### src/rtl/sync_fifo_pkg.sv
// Shared constants, types and helpers for the parameterised synchronous FIFO.
package sync_fifo_pkg;

  localparam int DEF_WIDTH  = 8;
  localparam int DEF_DEPTH  = 32;
  localparam int DEF_MARGIN = 2;

  typedef enum logic {
    STD  = 1'b0,
    FWFT = 1'b1
  } fifo_mode_e;

  // Occupancy counter width; wide enough to hold DEPTH itself.
  function automatic int cnt_w(input int depth);
    return $clog2(depth + 1);
  endfunction

endpackage

### src/rtl/sync_fifo_param_mem.sv
// Simple dual-port storage: synchronous write, asynchronous read by address.
module fifo_mem
  import sync_fifo_pkg::*;
#(
  parameter int WIDTH = DEF_WIDTH,
  parameter int DEPTH = DEF_DEPTH
) (
  input  logic                     clk,
  input  logic                     we,
  input  logic [$clog2(DEPTH)-1:0] waddr,
  input  logic [WIDTH-1:0]         wdata,
  input  logic [$clog2(DEPTH)-1:0] raddr,
  output logic [WIDTH-1:0]         rdata
);

  logic [WIDTH-1:0] mem [DEPTH];

  // Contents are deliberately never reset; pointers define what is valid.
  always_ff @(posedge clk) begin
    if (we) mem[waddr] <= wdata;
  end

  assign rdata = mem[raddr];

endmodule

### src/rtl/sync_fifo_param.sv
// Parameterised single-clock FIFO with threshold flags, overflow/underflow
// pulses and selectable registered or first-word-fall-through read.
module sync_fifo_param
  import sync_fifo_pkg::*;
#(
  parameter int WIDTH             = DEF_WIDTH,
  parameter int DEPTH             = DEF_DEPTH,
  parameter int NEAR_FULL_MARGIN  = DEF_MARGIN,
  parameter int NEAR_EMPTY_MARGIN = DEF_MARGIN,
  parameter int FWFT              = 0
) (
  input  logic                      clk,
  input  logic                      rst,
  input  logic                      wr_en,
  input  logic [WIDTH-1:0]          data_in,
  input  logic                      rd_en,
  output logic [WIDTH-1:0]          data_out,
  output logic                      valid,
  output logic [cnt_w(DEPTH)-1:0]   count,
  output logic                      full,
  output logic                      near_full,
  output logic                      empty,
  output logic                      near_empty,
  output logic                      overflow,
  output logic                      underflow
);

  localparam int AW = $clog2(DEPTH);
  localparam int CW = cnt_w(DEPTH);
  localparam bit IS_FWFT = (FWFT == int'(sync_fifo_pkg::FWFT));

  localparam logic [CW-1:0] FULL_CNT = CW'(DEPTH);
  localparam logic [CW-1:0] NF_TH    = CW'(DEPTH - NEAR_FULL_MARGIN);
  localparam logic [CW-1:0] NE_TH    = CW'(NEAR_EMPTY_MARGIN);

  logic [AW-1:0]    wr_ptr, rd_ptr;
  logic             rd_acc, wr_acc;
  logic [WIDTH-1:0] rdata;

  assign full       = (count == FULL_CNT);
  assign near_full  = (count >= NF_TH);
  assign empty      = (count == '0);
  assign near_empty = (count <= NE_TH);

  // A read frees a slot in the same cycle, so a full FIFO may still accept a write.
  assign rd_acc = rd_en & ~empty;
  assign wr_acc = wr_en & (~full | rd_acc);

  fifo_mem #(
    .WIDTH(WIDTH),
    .DEPTH(DEPTH)
  ) u_mem (
    .clk  (clk),
    .we   (wr_acc & ~rst),
    .waddr(wr_ptr),
    .wdata(data_in),
    .raddr(rd_ptr),
    .rdata(rdata)
  );

  always_ff @(posedge clk) begin
    if (rst) begin
      wr_ptr    <= '0;
      rd_ptr    <= '0;
      count     <= '0;
      overflow  <= 1'b0;
      underflow <= 1'b0;
    end else begin
      if (wr_acc) wr_ptr <= wr_ptr + AW'(1);
      if (rd_acc) rd_ptr <= rd_ptr + AW'(1);
      case ({wr_acc, rd_acc})
        2'b10:   count <= count + CW'(1);
        2'b01:   count <= count - CW'(1);
        default: count <= count;
      endcase
      overflow  <= wr_en & ~wr_acc;
      underflow <= rd_en & ~rd_acc;
    end
  end

  generate
    if (IS_FWFT) begin : g_fwft
      assign data_out = rdata;
      assign valid    = ~empty;
    end else begin : g_std
      always_ff @(posedge clk) begin
        if (rst) begin
          data_out <= '0;
          valid    <= 1'b0;
        end else if (rd_acc) begin
          data_out <= rdata;
          valid    <= 1'b1;
        end else begin
          valid <= 1'b0;
        end
      end
    end
  endgenerate

endmodule

### config.mk
export PLATFORM = sky130hd
export DESIGN_NAME = sync_fifo_param
export DESIGN_NICKNAME = d
export VERILOG_FILES = /design/src/rtl/sync_fifo_pkg.sv /design/src/rtl/sync_fifo_param_mem.sv /design/src/rtl/sync_fifo_param.sv
export SDC_FILE = /design/constraint.sdc
export NUM_CORES = 1
export LEC_CHECK = 0
export CAP_MARGIN = 5
export CORE_UTILIZATION = 34
export DETAILED_ROUTE_END_ITERATION = 7
export PLACE_DENSITY = 0.52
export SYNTH_ARGS = -nofsm -noshare
export SYNTH_HDL_FRONTEND = slang
export SYNTH_SLANG_ARGS = --single-unit
### constraint.sdc
create_clock -name clk -period 3.1 [get_ports clk]
set_clock_uncertainty 0.15 [all_clocks]
set_input_delay 0.31 -clock clk [delete_from_list [all_inputs] [get_ports clk]]
set_output_delay 0.31 -clock clk [all_outputs]
set_load 0.005 [all_outputs]
# Yosys cells after proc, flatten, opt, wreduce, memory -nomap -nowiden
# Memory sizes are Yosys's and may differ from the RTL's. A register that Yosys moved wholly into a read port is not among the register bits.
# Cells that the tools add are included.
# op_classes
order_cmp,2
n_reduce_logical,2
bitwise,11
n_mux,4
n_addsub,4
n_eq_ne,3
# ops
op,count
$pmux W6 S2,1
$add A5 B1 Y5 const B,2
$add A6 B1 Y6 const B,1
$eq A6 B6 Y1 const B,1
$ge A6 B5 Y1 const B,1
$le A6 B2 Y1 const B,1
$logic_not A6 Y1,1
$sub A6 B1 Y6 const B,1
$and A1 B1 Y1,5
$not A1 Y1,5
$mux W1,3
$eq A2 B1 Y1 const B,1
$eq A2 B2 Y1 const B,1
$reduce_bool A2 Y1,1
$or A1 B1 Y1,1
# word_totals
output_inout_bits,21
memories,1
ff_bits,19
in_bits,12
ram_bits,256
# mem_list
memory,words,width,rd,rd_clocked_by_memory_dff,write_ports,line,source
u_mem.mem,32,8,1,1,1,sync_fifo_param_mem.sv:16,logic [WIDTH-1:0] mem [DEPTH];

# Depth between registers and ports, before layout
# logic_depth
word_depth,8
depth_mapped,11

# Hierarchy
# A second synthesis with hierarchy kept.
# unflattened
hier_cells,575
hier_area_um2,11329.6
# modules_own_cells
mod,area_each_um2,cells_each,instances
fifo_mem,9893.2,409,1
sync_fifo_param,1436.4,166,1

# Worst setup path before layout
# Ideal clock, no wire load.
# synth_path
path_kind,register to register
startpoint,reg count[1]
endpoint,reg count[5]
arrival_ns,2.783
path_buffers,1
setup_slack_ns,0.043
setup_time_ns,0.123
t_required_ns,2.827
stages_incl_launch_ff,12
cell_sequence,dfxtp_1 -> or4_1 -> buf_6 -> o31a_4 -> nand2b_4 -> inv_2 -> ha_1 -> a211oi_1 -> o21bai_1 -> a21oi_1 -> mux2i_1 -> mux2_1
# synth_via
elab_chain_len,7
word_cells_on_any_way,13
# synth_lines
item,line,source
"start, declared",sync_fifo_param.sv:19,"output logic [cnt_w(DEPTH)-1:0] count,"
"start signal, assigned",sync_fifo_param.sv:72,2'b10: count <= count + CW'(1);
"start signal, assigned",sync_fifo_param.sv:73,2'b01: count <= count - CW'(1);
"start signal, assigned",sync_fifo_param.sv:74,default: count <= count;
$logic_not A6 Y1,sync_fifo_param.sv:42,assign empty = (count == '0);
$not A1 Y1,sync_fifo_param.sv:46,assign rd_acc = rd_en & ~empty;
$and A1 B1 Y1,sync_fifo_param.sv:46,
$or A1 B1 Y1,sync_fifo_param.sv:47,assign wr_acc = wr_en & (~full | rd_acc);
$and A1 B1 Y1,sync_fifo_param.sv:47,
$eq A2 B1 Y1 / $eq A2 B2 Y1 (equally long branches),sync_fifo_param.sv:71,"case ({wr_acc, rd_acc})"
$pmux W6 S2 / $reduce_bool A2 Y1 (equally long branches),-,
# Several ways; a longest one is shown, not always the timed one.
# A chain may end at the register's enable or synchronous reset.

# Worst setup path in the final report
# Same ends and word-level chain as after synthesis.

==> results.md <==
- Status: finished, final reports clean
- Hold Buf Count CTS: 0
- Longest Clk Path Bufs: 3
- Hold Crit Depth: 1
- Share of the synthesized area in the top cell type: 0.688
- Routed WL: 24400 µm
- DP HPWL: 15600 µm
- Critical path required time: 3.37 ns
- Post-route ant nets: 0
- Row Count: 66
- # setup viols final: 0
- Main synth FF type: edfxtp_1
- Initial Util: 0.344
- Num CTS Buffers: 28
- DRC: 0
- Area Growth Syn to Fin: 20.0%
- Critical path class: reg -> reg
- Post_cts resized: 0
- Clock-pin slew of the registers on the worst-case setup and hold paths: 0.06 ns
- H-Tree Depth: 1
- Synthesized net count: 629
- Pre-CTS setup slack: 0.0553 ns
- Final setup margin: 0.132 ns
- Final hold violations: 0
- Die Span X: 183 µm
- Reg-to-reg slack, setup: 0.13 ns
- Final Cycle Share: 0.957
- Post-synthesis cell count: 607
- Worst stage delay on the critical path: 0.57 ns
- Multi-input gate area: 0.00278 mm²
- EDFF count, synth: 256
- Slew Limit Fails: 0
- Total negative slack: 0 ns
- Root Driver: clkbuf_16
- Clock sink count: 283
- Total area of sequential cells: 0.00823 mm²
- Via density: 4.99
- Nets: 732
- Dpl cells: 1122
- Core footprint: 0.0325 mm²
- Routed len/inst: 20.8 µm
- Nature of the critical path endpoint: flop
- CP delay by family, top: compound AO/OA/AOI/OAI gates
- Top cells by area, synth: edfxtp_1 69%, mux4_2 10%, dfxtp_1 4.8%
- MaxCap Viol Count: 0
- Grt total ovfl: 0
- Mapped Area: 0.0112 mm²
- Power Density: 719 mW/mm²
- DR vias: 5854
- Yosys reg bits: 283
- Critical path peak fanout: 5
- Hold WS: 0.335 ns
- Leakage: 0.00434 µW
- IO Count: 33
- Slowest cell on crit path: or4_1
- Final Wtd Congestion: 0.769
- Most frequent cell after synthesis: edfxtp_1
- Post-CTS Setup Bufs: 0
- DR iter-0 viols: 480
- Least-Margin Pin Slew: 1.28 ns
- Share of layout cells above drive strength 1: 0.247
- R2R Path End: count[5]$_SDFFE_PP0P_
- Fill cell total of the finished layout: 2821
- Largest net degree at the start of global routing: 33
- VDD IR max: 0.419 mV
- Clock Latency Late Sink: 0.54 ns
- Worst Path Buf+Inv: 1
- Minimum clock period after layout: 2.97 ns
- Worst Min Path Start: data_out[0]$_SDFFE_PP0P_
- Distinct cells, synth: 49
- Total GRT Usage: 0.148
- Hold EP: data_out[0]$_SDFFE_PP0P_
- Die Area: 0.0336 mm²
- Vias in the first global route: 6116
- TritonCTS clock tree: built
- Critical path arrival: 3.24 ns
- Worst min-delay path class: reg -> reg
- Diode count: 0
- Die Height: 183 µm
- RSZ-0062 raised after global routing: no
- Crit Reg-Reg Startpoint: count[1]$_SDFFE_PP0P_
- Syn. warnings: 0
- Drt first pass iters: 4
- Seq/Total Area, Yosys: 0.737
- Fin cells: 1172
- Worst rel slew slack: 0.145
- CP cell instances: or4_1, o31a_4, nand2b_4, inv_2, ha_1, a211oi_2, o21bai_1, a21oi_1, mux2i_1, mux2_1
- Asr flop ratio synth: 0
- Port bufs: 32
- Maximum clock frequency: 337 MHz
- Yosys top cell by area: edfxtp_1
- Startpoint types: flop
- Cells on worst reg2reg path: 10
- First-pass GRT wire length: 36900 µm
- Initial antenna violation count: 0
- Most common library cells after synthesis: 256 x edfxtp_1, 50 x mux4_2, 48 x nor2_1
- Synth Area per Inst: 18.4 µm²
[layer usage]
layer	wire length (µm)	share of wire	global-route usage
met2	12100	0.50	0.249
met1	10600	0.44	0.198
met5	0	0	0
met4	517	0.021	0.0417
met3	1120	0.046	0.0232
[registers in the layout (all words and copies together) (netlist names)]
register   count
count          6
data_out       8
overflow       1
rd_ptr         5
u_mem.mem    256
underflow      1
valid          1
wr_ptr         5
[metrics by stage]
step / instance area (µm²) / util / total power, µW
2_1_floorplan: 11200 / - / 5610
3_3_place_gp: 12500 / 0.384 / 6310
3_5_place_dp: 12500 / 0.384 / 6350
4_1_cts: 13400 / 0.413 / 9760
5_1_grt: 13400 / 0.413 / 10000
6_report: 13400 / 0.413 / 9650
[layout make-up]
class                           count  area share
Multi-Input combinational cell    286       0.207
Clock buffer                       39      0.0599
Tap cell                          442      0.0412
Inverter                            6     0.00168
Timing Repair Buffer              105      0.0657
Clock inverter                     11      0.0103
Sequential cell                   283       0.614
[where the power goes]
part	total, µW	switching, µW	internal (µW)	leakage [µW]
combinational	1840	898	944	0.00136
clock	3410	1360	2050	0.000454
sequential	4390	123	4270	0.00252
total	9650	2380	7260	0.00434
[logic make-up (layout without fill, tap and decap cells)]
logic type	after synthesis	count (layout)	share of synthesized area
flip-flops	283	283	0.737
AO/OA/AOI/OAI	75	75	0.0523
buffers and inverters	38	161	0.0151
XOR/XNOR	9	9	0.00706
adder cells (fa/ha/maj)	10	10	0.0119
multiplexers	85	85	0.132
AND/OR/NAND/NOR	107	107	0.0447
[layout by cell type, fill, tap and decap left out, types with 15 or more instances in the layout]
master           synthesis  layout
clkdlybuf4s50_1          0      32
clkbuf_16                0      29
a21oi_1                 16      16
edfxtp_1               256     256
nand2_1                 28      28
dfxtp_1                 27      25
a22oi_1                 15      15
nor2_1                  48      48
mux4_2                  50      50
buf_4                    1      72
mux2i_1                 34      34
[how the worst max path moves through the flow]
stage                               start               endpoint  slack (ns)  depth (start not counted)
detailed placement  count[1]$_SDFFE_PP0P_  count[5]$_SDFFE_PP0P_        0.06                         10
floorplan           count[1]$_SDFFE_PP0P_  count[5]$_SDFFE_PP0P_        0.04                         11
global route        count[1]$_SDFFE_PP0P_  count[5]$_SDFFE_PP0P_        0.02                         10
global placement    count[1]$_SDFFE_PP0P_  count[5]$_SDFFE_PP0P_        0.14                         10
CTS                 count[1]$_SDFFE_PP0P_  count[5]$_SDFFE_PP0P_        0.08                         10
finish              count[1]$_SDFFE_PP0P_  count[5]$_SDFFE_PP0P_        0.13                         10
Power figures use the tool's default switching activity.
